File: src/rtl/uart_system_pkg.sv
// Shared types for the UART system slice.
// Launch FSM state encoding and default byte width.
package uart_system_pkg;

  localparam int DEFAULT_DATA_WIDTH = 8;

  typedef enum logic [1:0] {
    IDLE,
    LAUNCH,
    WAIT_DONE
  } tx_state_t;

  // Number of bytes a push adds to the queue.
  function automatic int unsigned push_bytes(
    input logic push1,
    input logic push2
  );
    if (push2)
      return 2;
    else if (push1)
      return 1;
    else
      return 0;
  endfunction

endpackage

File: src/rtl/byte_fifo.sv
// Byte queue with 1- or 2-byte push and 1-byte pop.
// Ports: push1/push2 (narrow/wide write), pop, rd_data (head), count.
module byte_fifo
  import uart_system_pkg::*;
#(
  parameter int DATA_WIDTH = DEFAULT_DATA_WIDTH,
  parameter int FIFO_DEPTH = 8,
  localparam int PW = $clog2(FIFO_DEPTH),
  localparam int CW = PW + 1
) (
  input  logic                    clk,
  input  logic                    reset,
  input  logic                    push1,
  input  logic                    push2,
  input  logic [2*DATA_WIDTH-1:0] push_data,
  input  logic                    pop,
  output logic [DATA_WIDTH-1:0]   rd_data,
  output logic [CW-1:0]           count
);

  logic [DATA_WIDTH-1:0] mem [FIFO_DEPTH];
  logic [PW-1:0]         wr_ptr;
  logic [PW-1:0]         rd_ptr;
  logic [PW-1:0]         wr_ptr_hi;
  logic [CW-1:0]         n_in;
  logic                  any_push;

  assign any_push  = push1 | push2;
  assign wr_ptr_hi = wr_ptr + PW'(1);
  assign n_in      = CW'(push_bytes(push1, push2));
  assign rd_data   = mem[rd_ptr];

  // Contents need no reset: only the bookkeeping decides what is valid.
  always_ff @(posedge clk) begin
    if (any_push)
      mem[wr_ptr] <= push_data[DATA_WIDTH-1:0];
    if (push2)
      mem[wr_ptr_hi] <= push_data[2*DATA_WIDTH-1:DATA_WIDTH];
  end

  always_ff @(posedge clk or negedge reset) begin
    if (!reset) begin
      wr_ptr <= '0;
      rd_ptr <= '0;
      count  <= '0;
    end else begin
      if (any_push)
        wr_ptr <= wr_ptr + PW'(n_in);
      if (pop)
        rd_ptr <= rd_ptr + PW'(1);
      count <= count + n_in - CW'(pop);
    end
  end

endmodule

File: src/rtl/transmitter_frame_buffer.sv
// Byte queue plus launch sequencer feeding the UART transmitter.
// Ports: input_* push side, transmitter_* launch side, status pulses.
module transmitter_frame_buffer
  import uart_system_pkg::*;
#(
  parameter int DATA_WIDTH   = DEFAULT_DATA_WIDTH,
  parameter int FIFO_DEPTH   = 8,
  parameter int BUSY_TIMEOUT = 64,
  localparam int CW = $clog2(FIFO_DEPTH) + 1,
  localparam int TW = $clog2(BUSY_TIMEOUT)
) (
  input  logic                    clk,
  input  logic                    reset,
  input  logic                    input_valid,
  input  logic                    input_wide,
  input  logic [2*DATA_WIDTH-1:0] input_data,
  output logic                    input_ready,
  input  logic                    transmitter_busy_synchronized,
  output logic                    transmitter_parallel_data_valid,
  output logic [DATA_WIDTH-1:0]   transmitter_parallel_data,
  output logic                    fifo_empty,
  output logic                    overflow,
  output logic                    timeout_error
);

  tx_state_t             state;
  logic [TW-1:0]         tmo_cnt;
  logic [CW-1:0]         count;
  logic [DATA_WIDTH-1:0] head;
  logic                  accept;
  logic                  push1;
  logic                  push2;
  logic                  pop;
  logic                  busy;

  assign busy = transmitter_busy_synchronized;

  // Two free slots are always kept, so a wide push never splits.
  assign input_ready = count <= CW'(FIFO_DEPTH - 2);
  assign fifo_empty  = count == '0;

  assign accept = input_valid & input_ready;
  assign push1  = accept & ~input_wide;
  assign push2  = accept & input_wide;
  assign pop    = (state == WAIT_DONE) & ~busy;

  byte_fifo #(
    .DATA_WIDTH (DATA_WIDTH),
    .FIFO_DEPTH (FIFO_DEPTH)
  ) u_fifo (
    .clk       (clk),
    .reset     (reset),
    .push1     (push1),
    .push2     (push2),
    .push_data (input_data),
    .pop       (pop),
    .rd_data   (head),
    .count     (count)
  );

  always_ff @(posedge clk or negedge reset) begin
    if (!reset) begin
      state                           <= IDLE;
      tmo_cnt                         <= '0;
      transmitter_parallel_data_valid <= 1'b0;
      transmitter_parallel_data       <= '0;
      overflow                        <= 1'b0;
      timeout_error                   <= 1'b0;
    end else begin
      overflow      <= input_valid & ~input_ready;
      timeout_error <= 1'b0;
      unique case (state)
        IDLE: begin
          // Busy already high means a frame we did not start; hold off.
          if (!fifo_empty && !busy) begin
            transmitter_parallel_data       <= head;
            transmitter_parallel_data_valid <= 1'b1;
            tmo_cnt                         <= '0;
            state                           <= LAUNCH;
          end
        end
        LAUNCH: begin
          if (busy) begin
            transmitter_parallel_data_valid <= 1'b0;
            state                           <= WAIT_DONE;
          end else if (tmo_cnt == TW'(BUSY_TIMEOUT - 1)) begin
            // Byte stays at the head and is relaunched from IDLE.
            transmitter_parallel_data_valid <= 1'b0;
            timeout_error                   <= 1'b1;
            state                           <= IDLE;
          end else begin
            tmo_cnt <= tmo_cnt + TW'(1);
          end
        end
        WAIT_DONE: begin
          if (!busy)
            state <= IDLE;
        end
        default: begin
          transmitter_parallel_data_valid <= 1'b0;
          state                           <= IDLE;
        end
      endcase
    end
  end

endmodule

File: config.mk
export PLATFORM = sky130hd
export DESIGN_NAME = transmitter_frame_buffer
export DESIGN_NICKNAME = d
export VERILOG_FILES = /design/src/rtl/uart_system_pkg.sv /design/src/rtl/byte_fifo.sv /design/src/rtl/transmitter_frame_buffer.sv
export SDC_FILE = /design/constraint.sdc
export NUM_CORES = 1
export LEC_CHECK = 0
export ABC_AREA = 1
export BUFFER_PORTS_ARGS = -buffer_cell sky130_fd_sc_hd__clkbuf_2
export CAP_MARGIN = 40
export CORE_UTILIZATION = 66
export DETAILED_ROUTE_END_ITERATION = 6
export PLACE_DENSITY = 0.87
export SLEW_MARGIN = 10
export SYNTH_ARGS = -nofsm -noshare
export SYNTH_HDL_FRONTEND = slang
export SYNTH_HIERARCHICAL = 1
export SYNTH_SLANG_ARGS = --single-unit
File: constraint.sdc
create_clock -name clk -period 4.6 [get_ports clk]
set_input_delay 0.23 -clock clk [delete_from_list [all_inputs] [get_ports clk]]
set_output_delay 0.23 -clock clk [all_outputs]
set_load 0.02 [all_outputs]
==> impl_results.md <==
* Fin crit share at between 60 and 70%
* Final Hold Vio Count at 0
* Grt ovf at 0
* Average vias per placed instance at 5.714
* Root buffer cell: clkbuf_8
* Die footprint at 9197 sq um
* Crit path DAT at roughly 3 ns
* Post-synthesis sequential area ratio at 45.50%
* Die Y at roughly 96 um
* Max Cap Viol at 0
* Remaining DRCs at 0
* Clk sink count at 93
* Mapped Area at around 5800 sq um
* Port buffer count at 33
* Total wire length at 13270 um
* Clk_skew at 0.008177 ns
* Die X at ~96 um
* Cell row count at 33
* Share of cells above drive strength 1 at between 10% and 20%
* Core ar. at 8382 sq um
* Synthesized netlist net count at 735
* HPWL Detailed at slightly below 10000 um
* CP Max Fanout at 37
* Final ANT Viol Nets at 0
* Number of diodes at 0
* Drt first-iter violations at 449
* Critical Path End Type: flip-flop
* Commonest non-fill, non-tap cells in the layout: 281 x nand2_1, 91 x inv_1, 64 x nand4_1, 64 x edfxtp_1, 38 x nand3_1
* Synth Area per Inst at 8.254 sq um
* Slowest-stage cell, CP: dfrtp_1
* GRT Total Usage at between 30% and 40%
* Synth-to-layout area growth at 2.752%
* Starting density of the core at a little over two thirds
* CTS buffer count at 9
* Main area contributors after synthesis: edfxtp_1 33%, nand2_1 18%, dfrtp_1 12%
* Drt first pass iters at 6
* Clock Pin Slew Worst Setup and Hold Paths at 0.09 ns
* Leak Pwr at 3.004 nW
* Later-pin clock latency in the skew report at 0.36 ns
* TritonCTS clock tree: done
* Crit-path max cell delay at 0.57 ns
* IO Count at 34
* Routability congestion estimate from global placement at roughly 0.94
* Area leader, netlist: edfxtp_1
* Crit start category: flip-flop
* #FFs+latches synth at 93
* Number of global-route vias before repair at 4139
* Syn Inst Count at roughly 710
* Min cycle time layout at 2.851 ns
* Hold WC Path Type: in -> reg
* Inst Count DP at 806
* Worst vdd ir at 0.5178 mV
* Largest net degree at the start of global routing at 38
* Fin Setup TNS at 0 ns
* Final Max Slew Viols at 0
* FF/Latch Area at 2648 sq um
* Avg WL per Cell at between 15 and 20 um
* Commonest non-fill, non-tap cell in the layout: nand2_1
* Fillers at 621
* Final setup fails at 0
* Unrepaired setup endpoints after global routing: no
* Yosys warning total at 6
* Initial antenna violation count at 0
* Rel. slew slack at 42.05%
* Status: complete, no violations
* Worst-Margin Slew at 0.8682 ns
* Final worst slack at 1.749 ns
* Yosys cell types at 36
* Pwr per Cell Area at ~570 nW/um^2
* Layout Nets at 743
* Footprint of the multi-input gates at 2340 sq um
* CP cell instances: ha_1, buf_4, inv_2, nand3_2, o21ai_0, buf_2
* Final cell count without fillers at slightly above 800
* Pre-CTS WS at 1.832 ns
* H-tree lvl count at 3
* Maximum clock frequency at between 0.3 and 0.4 GHz
* Vias at approximately 4700
* First-pass GRT wire length at about 21000 um
* WP data required at 4.67 ns
* Area share of the largest cell type after synthesis at 33.03%
* CTS Buffer Depth at 2
* CP Class: reg -> reg
[timing repair]
action / 4_1_cts / 5_1_grt
buffers inserted: 0 / 0
hold endpoints to repair: 29 / 0
resized for setup: 0 / 0
hold buffers: 1 / 0
[flip-flops by register name, summed over array words and instances, names as in the netlist]
signal / flops
overflow: 1
state: 2
timeout_error: 1
tmo_cnt: 6
transmitter_parallel_data: 8
transmitter_parallel_data_valid: 1
u_fifo/count: 4
u_fifo/mem: 64
u_fifo/rd_ptr: 3
u_fifo/wr_ptr: 3
[cells by family (layout without fill, tap and decap cells)]
logic type                 after synthesis  after routing  share of synthesized area [%]
AOI/OAI and AO/OA                       25             25                          2.731
xor gates and xnor gates                 8              8                          1.204
adders and majority gates                9              9                          2.193
buffers and inverters                  148            161                          14.30
DFF                                     93             93                          45.50
and+or+nand+nor                        422            422                          34.08
[power by group]
part	total, W	internal, W	switching (W)
Sequential	0.00123	0.00109	0.000143
Clock	0.000625	0.000337	0.000289
Combinational	0.00157	0.000444	0.00113
Total	0.00343	0.00187	0.00156
[critical path, delay by kind of cell (launching register included)]
kind	cells	cell delay (ns)
compound gates	1	0.32
simple gates	1	0.29
flops	1	0.57
fa+ha+maj	1	0.30
buf+inv	3	1.06
[synth_stat cells (all sizes together)]
| master | instances |
|---|---|
| nand3 | 47 |
| nor3 | 2 |
| xnor2 | 2 |
| o21ai | 21 |
| a31o | 1 |
| xor2 | 6 |
| a21oi | 3 |
| buf | 36 |
| edfxtp | 64 |
| nand4 | 64 |
| nand2 | 290 |
| ha | 7 |
| dfrtp | 29 |
| fa | 2 |
| nor2 | 19 |
| clkinv | 2 |
| inv | 99 |
| clkbuf | 11 |
[per-layer routing]
metal | share of wire [%] | vias up | GRT usage, % | routed length (um)
met4 | 3.3 | 0 | 13.68 | 441
met2 | 45 | 335 | 48.45 | 5988
li1 | - | 2273 | - | -
met5 | 0 | - | 0 | 0
met3 | 12 | 56 | 7.425 | 1565
met1 | 40 | 2039 | 41.11 | 5271
[metrics by stage]
stage / power [W] / instance area (sq um) / util, % / hold slack [ns]
6_report: 0.003433 / 5979 / 71.34 / 0.06111
4_1_cts: 0.003419 / 5979 / 71.34 / 0.04513
3_3_place_gp: 0.002710 / 5695 / 67.95 / 0.3225
5_1_grt: 0.003681 / 5979 / 71.34 / 0.07085
3_5_place_dp: 0.002799 / 5736 / 68.43 / 0.3295
2_1_floorplan: 0.002661 / 5819 / - / -0.06559
[final timing paths]
path,from,end,slack (ns),cells past startpoint
setup / recovery,u_fifo/wr_ptr[0]$_DFFE_PN0P_,u_fifo/mem[1][3]$_DFFE_PP_,1.75,6
hold / removal,input_valid,overflow$_DFF_PN0_,0.06,3
setup reg to reg,u_fifo/wr_ptr[0]$_DFFE_PN0P_,u_fifo/mem[1][3]$_DFFE_PP_,1.75,6
hold reg to reg,transmitter_parallel_data[0]$_DFFE_PN0P_,transmitter_parallel_data[0]$_DFFE_PN0P_,0.49,2
max in group asynchronous,reset,transmitter_parallel_data[1]$_DFFE_PN0P_,3.68,2
min in group asynchronous,reset,tmo_cnt[2]$_DFFE_PN0P_,0.46,2
[cell type report]
| class | count | share of cell area (%) |
|---|---|---|
| clock inverters | 5 | 1.381 |
| multi-input cells | 464 | 39.13 |
| clock buffers | 11 | 2.532 |
| repair buffers | 44 | 3.850 |
| well taps | 105 | 2.197 |
| inverters | 101 | 6.633 |
| flip-flops and latches | 93 | 44.28 |
Power figures use the tool's default switching activity.
